<file path="config.mk">
export PLATFORM = sky130hd
export DESIGN_NAME = fsm_state_logger_flat
export DESIGN_NICKNAME = d
export VERILOG_FILES = /design/src/rtl/fsm_state_logger_if.sv /design/src/rtl/fsm_state_logger.sv /design/src/flat_wrapper.sv
export SDC_FILE = /design/constraint.sdc
export NUM_CORES = 1
export LEC_CHECK = 0
export BUFFER_PORTS_ARGS = -buffer_cell sky130_fd_sc_hd__buf_2
export CORE_ASPECT_RATIO = 1.5
export CORE_MARGIN = 1.5
export CORE_UTILIZATION = 45
export DETAILED_ROUTE_END_ITERATION = 10
export SLEW_MARGIN = 10
export SYNTH_ARGS = -nofsm -noshare
export SYNTH_HDL_FRONTEND = slang
export SYNTH_SLANG_ARGS = --single-unit
</file>
<file path="constraint.sdc">
create_clock -name clk -period 3.7 [get_ports clk]
set_input_delay 0 -clock clk [delete_from_list [all_inputs] [get_ports clk]]
set_output_delay 0 -clock clk [all_outputs]
set_load 0.03 [all_outputs]
</file>
<file path="src/rtl/fsm_state_logger_if.sv">
// ============================================================================
// Module   : fsm_state_logger_if
// Brief    : Valid/ready record stream from the state logger to its consumer.
// Revision : 1.0
// ============================================================================
`default_nettype none

interface fsm_state_logger_if #(
  parameter int TS_W = 12
);
  logic            out_valid;
  logic            out_ready;
  logic [TS_W+3:0] out_data;

  modport master (
    output out_valid,
    output out_data,
    input  out_ready
  );

  modport slave (
    input  out_valid,
    input  out_data,
    output out_ready
  );
endinterface

`default_nettype wire

</file>
<file path="src/rtl/fsm_state_logger.sv">
// ============================================================================
// Module   : fsm_state_logger
// Brief    : Timestamps state changes of a 2-bit FSM into a FIFO, flags illegal
//            transitions and counts records lost to overflow.
// Revision : 1.0
// ============================================================================
`default_nettype none

module fsm_state_logger #(
  parameter int DEPTH = 8,
  parameter int TS_W  = 12
) (
  input  wire logic                     clk,
  input  wire logic                     rst,
  input  wire logic                     a,
  input  wire logic                     b,
  input  wire logic                     clr,
  fsm_state_logger_if.master            bus,
  output logic [$clog2(DEPTH):0]        count,
  output logic                          illegal,
  output logic [3:0]                    illegal_code,
  output logic                          overflow,
  output logic [7:0]                    drop_cnt
);

  localparam int c_PTR_W = $clog2(DEPTH);
  localparam int c_CNT_W = c_PTR_W + 1;
  localparam int c_REC_W = TS_W + 4;

  logic [1:0]         r_prev;
  logic [TS_W-1:0]    r_ts;
  logic [c_REC_W-1:0] r_mem [DEPTH];
  logic [c_PTR_W-1:0] r_wptr;
  logic [c_PTR_W-1:0] r_rptr;
  logic [c_CNT_W-1:0] r_count;
  logic               r_illegal;
  logic [3:0]         r_illegal_code;
  logic               r_overflow;
  logic [7:0]         r_drop_cnt;

  logic [1:0]         w_cur;
  logic               w_event;
  logic               w_legal;
  logic               w_full;
  logic               w_empty;
  logic               w_pop;
  logic               w_push;
  logic               w_drop;

  assign w_cur   = {b, a};
  assign w_event = (w_cur != r_prev);
  assign w_full  = (r_count == c_CNT_W'(DEPTH));
  assign w_empty = (r_count == '0);
  assign w_pop   = !w_empty && bus.out_ready;
  // A full FIFO still accepts a record when the head leaves in the same cycle.
  assign w_push  = w_event && (!w_full || w_pop);
  assign w_drop  = w_event && w_full && !w_pop;

  always_comb begin
    w_legal = 1'b0;
    case ({r_prev, w_cur})
      4'b0001, 4'b0100, 4'b0111,
      4'b1100, 4'b1011, 4'b1000: w_legal = 1'b1;
      default:                   w_legal = 1'b0;
    endcase
  end

  always_ff @(posedge clk) begin
    if (rst) begin
      r_prev <= 2'b00;
      r_ts   <= '0;
    end else begin
      r_prev <= w_cur;
      r_ts   <= r_ts + TS_W'(1);
    end
  end

  always_ff @(posedge clk) begin
    if (w_push) begin
      r_mem[r_wptr] <= {r_ts, r_prev, w_cur};
    end
  end

  always_ff @(posedge clk) begin
    if (rst) begin
      r_wptr  <= '0;
      r_rptr  <= '0;
      r_count <= '0;
    end else begin
      if (w_push) begin
        r_wptr <= r_wptr + c_PTR_W'(1);
      end
      if (w_pop) begin
        r_rptr <= r_rptr + c_PTR_W'(1);
      end
      case ({w_push, w_pop})
        2'b10:   r_count <= r_count + c_CNT_W'(1);
        2'b01:   r_count <= r_count - c_CNT_W'(1);
        default: r_count <= r_count;
      endcase
    end
  end

  // clr is applied first so that an event in the same cycle takes precedence.
  always_ff @(posedge clk) begin
    if (rst) begin
      r_illegal      <= 1'b0;
      r_illegal_code <= 4'b0000;
      r_overflow     <= 1'b0;
      r_drop_cnt     <= 8'd0;
    end else begin
      if (clr) begin
        r_illegal      <= 1'b0;
        r_illegal_code <= 4'b0000;
        r_overflow     <= 1'b0;
        r_drop_cnt     <= 8'd0;
      end
      if (w_event && !w_legal) begin
        r_illegal <= 1'b1;
        if (!r_illegal || clr) begin
          r_illegal_code <= {r_prev, w_cur};
        end
      end
      if (w_drop) begin
        r_overflow <= 1'b1;
        if (clr) begin
          r_drop_cnt <= 8'd1;
        end else if (r_drop_cnt != 8'hFF) begin
          r_drop_cnt <= r_drop_cnt + 8'd1;
        end
      end
    end
  end

  assign bus.out_valid = !w_empty;
  assign bus.out_data  = w_empty ? '0 : r_mem[r_rptr];
  assign count         = r_count;
  assign illegal       = r_illegal;
  assign illegal_code  = r_illegal_code;
  assign overflow      = r_overflow;
  assign drop_cnt      = r_drop_cnt;

endmodule

`default_nettype wire

</file>
<file path="src/flat_wrapper.sv">
// flat-port wrapper written by rule: the top's interface ports become plain ports
module fsm_state_logger_flat 
#(
  parameter int DEPTH = 8,
  parameter int TS_W  = 12
)
  (clk, rst, a, b, clr, count, illegal, illegal_code, overflow, drop_cnt, bus_out_valid, bus_out_data, bus_out_ready);
  fsm_state_logger_if #(.TS_W(TS_W)) bus_i ();
  input  wire logic clk;
  input  wire logic rst;
  input  wire logic a;
  input  wire logic b;
  input  wire logic clr;
  output logic [$clog2(DEPTH):0] count;
  output logic illegal;
  output logic [3:0] illegal_code;
  output logic overflow;
  output logic [7:0] drop_cnt;
  output wire logic [$bits(bus_i.out_valid)-1:0] bus_out_valid;
  output wire logic [$bits(bus_i.out_data)-1:0] bus_out_data;
  input wire logic [$bits(bus_i.out_ready)-1:0] bus_out_ready;
  assign bus_out_valid = bus_i.out_valid;
  assign bus_out_data = bus_i.out_data;
  assign bus_i.out_ready = bus_out_ready;
  fsm_state_logger #(.DEPTH(DEPTH), .TS_W(TS_W)) u_core (.clk(clk), .rst(rst), .a(a), .b(b), .clr(clr), .bus(bus_i), .count(count), .illegal(illegal), .illegal_code(illegal_code), .overflow(overflow), .drop_cnt(drop_cnt));
endmodule
</file>
Word level (Yosys, flattened, before mapping)
Memory sizes are Yosys's and may differ from the RTL's. A register that Yosys moved wholly into a read port is not among the register bits.
Cells that the tools add are included.
{"block": "word_totals", "mem_bits_rw": 128, "in_bits": 6, "reg_bits": 38, "out_inout_bits": 35, "n_memories": 1}
{"block": "classes", "add_sub_neg": 6, "n_eq_ne": 11, "n_reduce_logical": 17, "n_mux": 17}
{"name": "u_core.r_mem", "depth": 8, "word_bits": 16, "rd": 1, "rd_ports_with_merged_regs": 1, "wr": 1, "line_no": "fsm_state_logger.sv:32", "source": "logic [c_REC_W-1:0] r_mem [DEPTH];"}
{"op": "$mux W8", "n": 4}
{"op": "$eq A4 B4 Y1 const B", "n": 4}
{"op": "$mux W16", "n": 1}
{"op": "$add A12 B1 Y12 const B", "n": 1}
{"op": "$mux W4", "n": 3}
{"op": "$add A8 B1 Y8 const B", "n": 1}
{"op": "$eq A4 B3 Y1 const B", "n": 2}
{"op": "$ne A8 B8 Y1 const B", "n": 1}
{"op": "$pmux W4 S2", "n": 1}
{"op": "$add A3 B1 Y3 const B", "n": 2}
{"op": "$mux W1", "n": 6}
{"op": "$mux W3", "n": 2}
{"op": "$reduce_bool A2 Y1", "n": 3}
{"op": "$reduce_or A6 Y1", "n": 1}
{"op": "$logic_and A1 B1 Y1", "n": 5}
{"op": "$logic_not A1 Y1", "n": 5}
{"op": "$add A4 B1 Y4 const B", "n": 1}
{"op": "$eq A4 B1 Y1 const B", "n": 1}
{"op": "$logic_not A4 Y1", "n": 1}
{"op": "$sub A4 B1 Y4 const B", "n": 1}
{"op": "$eq A2 B1 Y1 const B", "n": 1}
{"op": "$eq A2 B2 Y1 const B", "n": 1}
{"op": "$logic_or A1 B1 Y1", "n": 2}
{"op": "$ne A2 B2 Y1", "n": 1}

Longest topological paths before layout
{"block": "depth", "word_depth": 7, "mapped_depth": 9, "depth_no_buf": 9}

Worst setup path after synthesis
No wires, ideal clock.
{"block": "synth_path", "kind": "register to register", "from": "register u_core.r_count[0], in the netlist u_core.count[0]", "to": "memory u_core.r_mem[0][0] (netlist name) (enable)", "path_stages_with_launch": 5, "required_time_ns": 3.270, "period_less_slack_ns": 3.117, "setup_time_ns": 0.430, "arrival_time_ns": 2.687, "path_buffers": 0, "slack_ns": 0.583, "cell_sequence": "dfxtp_1 > or4b_4 > or2_2 > nand2_1 > nor4_1"}
{"block": "synth_via", "elab_chain_cells": 7, "word_cells_on_any_way": 9}
{"item": "start, declared", "line_no": "fsm_state_logger.sv:35", "source": "logic [c_CNT_W-1:0] r_count;"}
{"item": "start signal, assigned", "line_no": "fsm_state_logger.sv:97", "source": "2'b10: r_count <= r_count + c_CNT_W'(1);"}
{"item": "start signal, assigned", "line_no": "fsm_state_logger.sv:98", "source": "2'b01: r_count <= r_count - c_CNT_W'(1);"}
{"item": "start signal, assigned", "line_no": "fsm_state_logger.sv:99", "source": "default: r_count <= r_count;"}
{"item": "$logic_not A4 Y1", "line_no": "fsm_state_logger.sv:53", "source": "assign w_empty = (r_count == '0);"}
{"item": "$logic_not A1 Y1", "line_no": "fsm_state_logger.sv:54", "source": "assign w_pop = !w_empty && bus.out_ready;"}
{"item": "$logic_and A1 B1 Y1", "line_no": "fsm_state_logger.sv:54"}
{"item": "$logic_or A1 B1 Y1 (*)", "line_no": "fsm_state_logger.sv:56", "source": "assign w_push = w_event && (!w_full || w_pop);"}
{"item": "$logic_and A1 B1 Y1 (*)", "line_no": "fsm_state_logger.sv:56"}
{"item": "$mux W1 (*)", "line_no": "fsm_state_logger.sv:79", "source": "if (w_push) begin"}
{"item": "$mux W1 (implied by the code) (*)", "line_no": "fsm_state_logger.sv:80", "source": "r_mem[r_wptr] <= {r_ts, r_prev, w_cur};"}
{"item": "end, declared", "line_no": "fsm_state_logger.sv:32"}
Every way passes the cells marked *; elsewhere a longest branch is shown, timed or not.

Final worst setup path
{"block": "layout_path", "from": "register u_core.r_prev[0]", "to": "memory u_core.r_mem[4][6] (netlist name) (enable)"}
{"block": "layout_via", "elab_chain_cells": 4}
{"item": "start, declared", "line_no": "fsm_state_logger.sv:30", "source": "logic [1:0] r_prev;"}
{"item": "start signal, assigned", "line_no": "fsm_state_logger.sv:73", "source": "r_prev <= w_cur;"}
{"item": "$ne A2 B2 Y1", "line_no": "fsm_state_logger.sv:51", "source": "assign w_event = (w_cur != r_prev);"}
{"item": "$logic_and A1 B1 Y1", "line_no": "fsm_state_logger.sv:56"}
{"item": "$mux W1", "line_no": "fsm_state_logger.sv:79"}
{"item": "$mux W1 (implied by the code)", "line_no": "fsm_state_logger.sv:80"}
No other way between the ends.

==> metrics.md <==
| Metric | Value |
|---|---|
| Outcome | `completed` |
| Initial Utilization | `~46%` |
| Slew margin rel. | `38.6%` |
| Post-synth cell types | `44` |
| CP startpoint kind | `flop` |
| FF-to-FF Start | `u_core.r_prev[0]` |
| Count of pins over their slew limit | `0` |
| Vias per inst | `around 5.2` |
| Hold wc startpoint | `rst` |
| Tot GR Track Use | `between 10% and 20%` |
| DP Wirelength | `8.00 mm` |
| Die Wd | `just over 100 um` |
| Row count | `between 50 and 60` |
| Placed cell areas | `7220 sq um` |
| FF+latch count, synth | `~170` |
| Number of synthesized flops with an enable pin | `roughly 130` |
| Reg2reg end | `u_core.r_mem[4][6]` |
| Largest net degree at the start of global routing | `36` |
| Min Tclk post-route | `2.36 ns` |
| R2R cell count | `5` |
| Count of input and output buffers | `40` |
| Peak supply drop | `~0.00065 V` |
| Clock transition at path regs | `around 0.060 ns` |
| Final Cell Area | `a little under 8000 sq um` |
| Antenna Nets Post-Route | `0` |
| Worst skew pair latency | `approximately 0.4 ns` |
| DRT Pass-1 Iters | `4` |
| Initial antenna violation count | `0` |
| WP data required | `3.81 ns` |
| Async S/R FF share, synth | `0%` |
| Leak pwr | `2.72 nW` |
| Syn Nets | `roughly 420` |
| Mapped Avg Cell Area | `16.2 sq um` |
| CTS tree | `done` |
| Nets | `~480` |
| Area of the core | `about 15000 sq um` |
| Max-Cap Viols | `0` |
| Fmax | `~420 MHz` |
| H-tree levels | `4` |
| DRT iter0 DRCs | `between 150 and 200` |
| Crit Path Max Fanout | `11` |
| Clock Path Buffers | `2` |
| Overall die area | `~16000 sq um` |
| Sequential fraction of the synthesis area | `around 70%` |
| # resized after CTS | `0` |
| First-pass GRT wire length | `around 21 mm` |
| Final clock skew | `between 0.01 and 0.015 ns` |
| Sink Count | `~170` |
| Setup TNS | `0 ns` |
| Vias post-DR | `between 3k and 4k` |
| Worst-Margin Slew | `0.914 ns` |
| Ys Warns | `0` |
| Synth area leader | `edfxtp_1` |
| Root buffer cell | `clkbuf_16` |
| Ranking of synthesized cells by area | `edfxtp_1 (57%), dfxtp_1 (12%), mux4_2 (11%)` |
| Core Util, Final | `54.1%` |
| Grt ovf | `0` |
| Tcrit/Tclk final | `roughly 64%` |
| ANT cells | `0` |
| Synth top area share | `between 50% and 60%` |
| Hold path depth | `2` |
| TritonCTS buffer count | `17` |
| Crit path kind | `reg -> reg` |
| Placer Congestion | `0.699` |
| Layout Area Growth over Synthesis | `17.2%` |
| Final Hold Fails | `0` |
| Cells after Synth | `a little over 400` |
| Routed WL | `12.5 mm` |
| HP Class | `in -> reg` |
| RSZ-0062 raised after global routing | `no` |
| Synth Cell Area | `6710 sq um` |
| I/O pin count | `41` |
| DR WL/cell | `roughly 18 um` |
| DRC errors left | `0` |
| Critical Path End Type | `flop` |
| Share of layout cells above drive strength 1 | `~27%` |
| Predominant post-synthesis flop cell | `edfxtp_1` |
| Reg2reg setup slack | `1.34 ns` |
| Pwr Density | `~660 nW/um^2` |
| Setup Viol. Count Final | `0` |
| Vias in the first global route | `between 3k and 4k` |
| Chip height | `153 um` |
| Worst EP arrival | `about 2.5 ns` |
[worst max path at each step]
stage / startpoint / end / cells past startpoint
3_3_place_gp: u_core.r_prev[0] / u_core.count[2] / 6
3_5_place_dp: u_core.r_prev[0] / u_core.r_mem[4][9] / 5
6_report: u_core.r_prev[0] / u_core.r_mem[4][6] / 5
5_1_grt: u_core.r_prev[0] / u_core.r_mem[4][4] / 5
4_1_cts: flop / bus_out_data[3] / 5
2_1_floorplan: u_core.count[0] / u_core.r_mem[0][0] / 4
[power by group]
group	internal, W	switching (W)
combinational	0.000499	0.000709
clock	0.00104	0.000686
sequential	0.00218	0.000112
total	0.00371	0.00151
[cell type report]
type | instances | area, sq um
Timing Repair Buffer | 60 | 360
Inverter | 3 | 11.3
Clock inverter | 7 | 51.3
Tap cell | 196 | 245
Fill cell | 1175 | 6670
Multi-Input combinational cell | 222 | 1980
Clock buffer | 25 | 549
Sequential cell | 169 | 4670
[sequential cells by signal (all words and copies together) (netlist names), named ones only]
name and cells:
u_core.count 4, u_core.drop_cnt 8, u_core.illegal 1, u_core.illegal_code 4
u_core.overflow 1, u_core.r_mem 128, u_core.r_prev 2, u_core.r_rptr 3
u_core.r_ts 12, u_core.r_wptr 3
[cell usage in the layout, fill, tap and decap left out, types with 9 or more instances in the layout]
| cell | Yosys | layout |
|---|---|---|
| buf_4 | 0 | 16 |
| mux4_2 | 32 | 32 |
| nand3_1 | 13 | 13 |
| nor2_1 | 54 | 54 |
| xor2_1 | 12 | 12 |
| nand2_1 | 9 | 9 |
| mux2i_1 | 22 | 22 |
| dfxtp_1 | 41 | 40 |
| buf_2 | 3 | 40 |
| edfxtp_1 | 128 | 128 |
| clkbuf_16 | 0 | 20 |
[worst max-delay path, cell delays in order, from the launching register on]
cell and delay (ns):
dfxtp_1 0.55, xnor2_1 0.21, nand2_1 0.18, nand3_1 0.17, nor3_2 0.62, buf_4 0.32
[cells in the mapped netlist, types with 3 or more instances]
master / instances
edfxtp_1: 128
nor2_1: 54
dfxtp_1: 41
mux4_2: 32
mux2i_1: 22
nand3_1: 13
clkbuf_1: 12
xor2_1: 12
nand2_1: 9
nor3_1: 9
a21oi_1: 7
xnor2_1: 7
nor2b_1: 6
ha_1: 5
nand2b_1: 5
nand4_1: 5
nor3b_1: 4
o21ai_0: 4
buf_2: 3
inv_1: 3
[cells by family (layout without fill, tap and decap cells)]
kind of cell,Yosys count,in the layout,share of synthesized area [%]
compound gates,23,23,2.24
fa+ha+maj,5,5,0.932
mux,55,55,14.2
xor+xnor,19,19,2.48
simple gates,120,120,9.12
flops,169,169,69.5
buf+inv,22,95,1.51
[stage by stage]
step	setup slack (ns)	instances	total power [W]	hold WS (ns)
final	1.34	682	0.00522	0.0909
after floorplan	0.583	413	0.00321	0.0989
after detailed placement	1.34	646	0.00358	0.386
after global placement	1.41	646	0.00356	0.373
after CTS	1.30	682	0.00530	0.0902
after global routing	1.12	682	0.00547	0.124
[per-layer routing]
metal / GRT usage [%] / share of wire (%) / up-vias / wire length, um
met5: 0 / 0 / - / 0
met4: 4.70 / 0.66 / 0 / 83
met3: 4.40 / 2.5 / 4 / 318
met2: 30.5 / 54 / 56 / 6810
met1: 22.4 / 42 / 1807 / 5330
li1: - / - / 1710 / -
[timing repair]
action	in CTS	in global routing
hold buffers	4	0
setup buffers	0	0
endpoints found under the hold margin	25	0
Power figures use the tool's default switching activity.
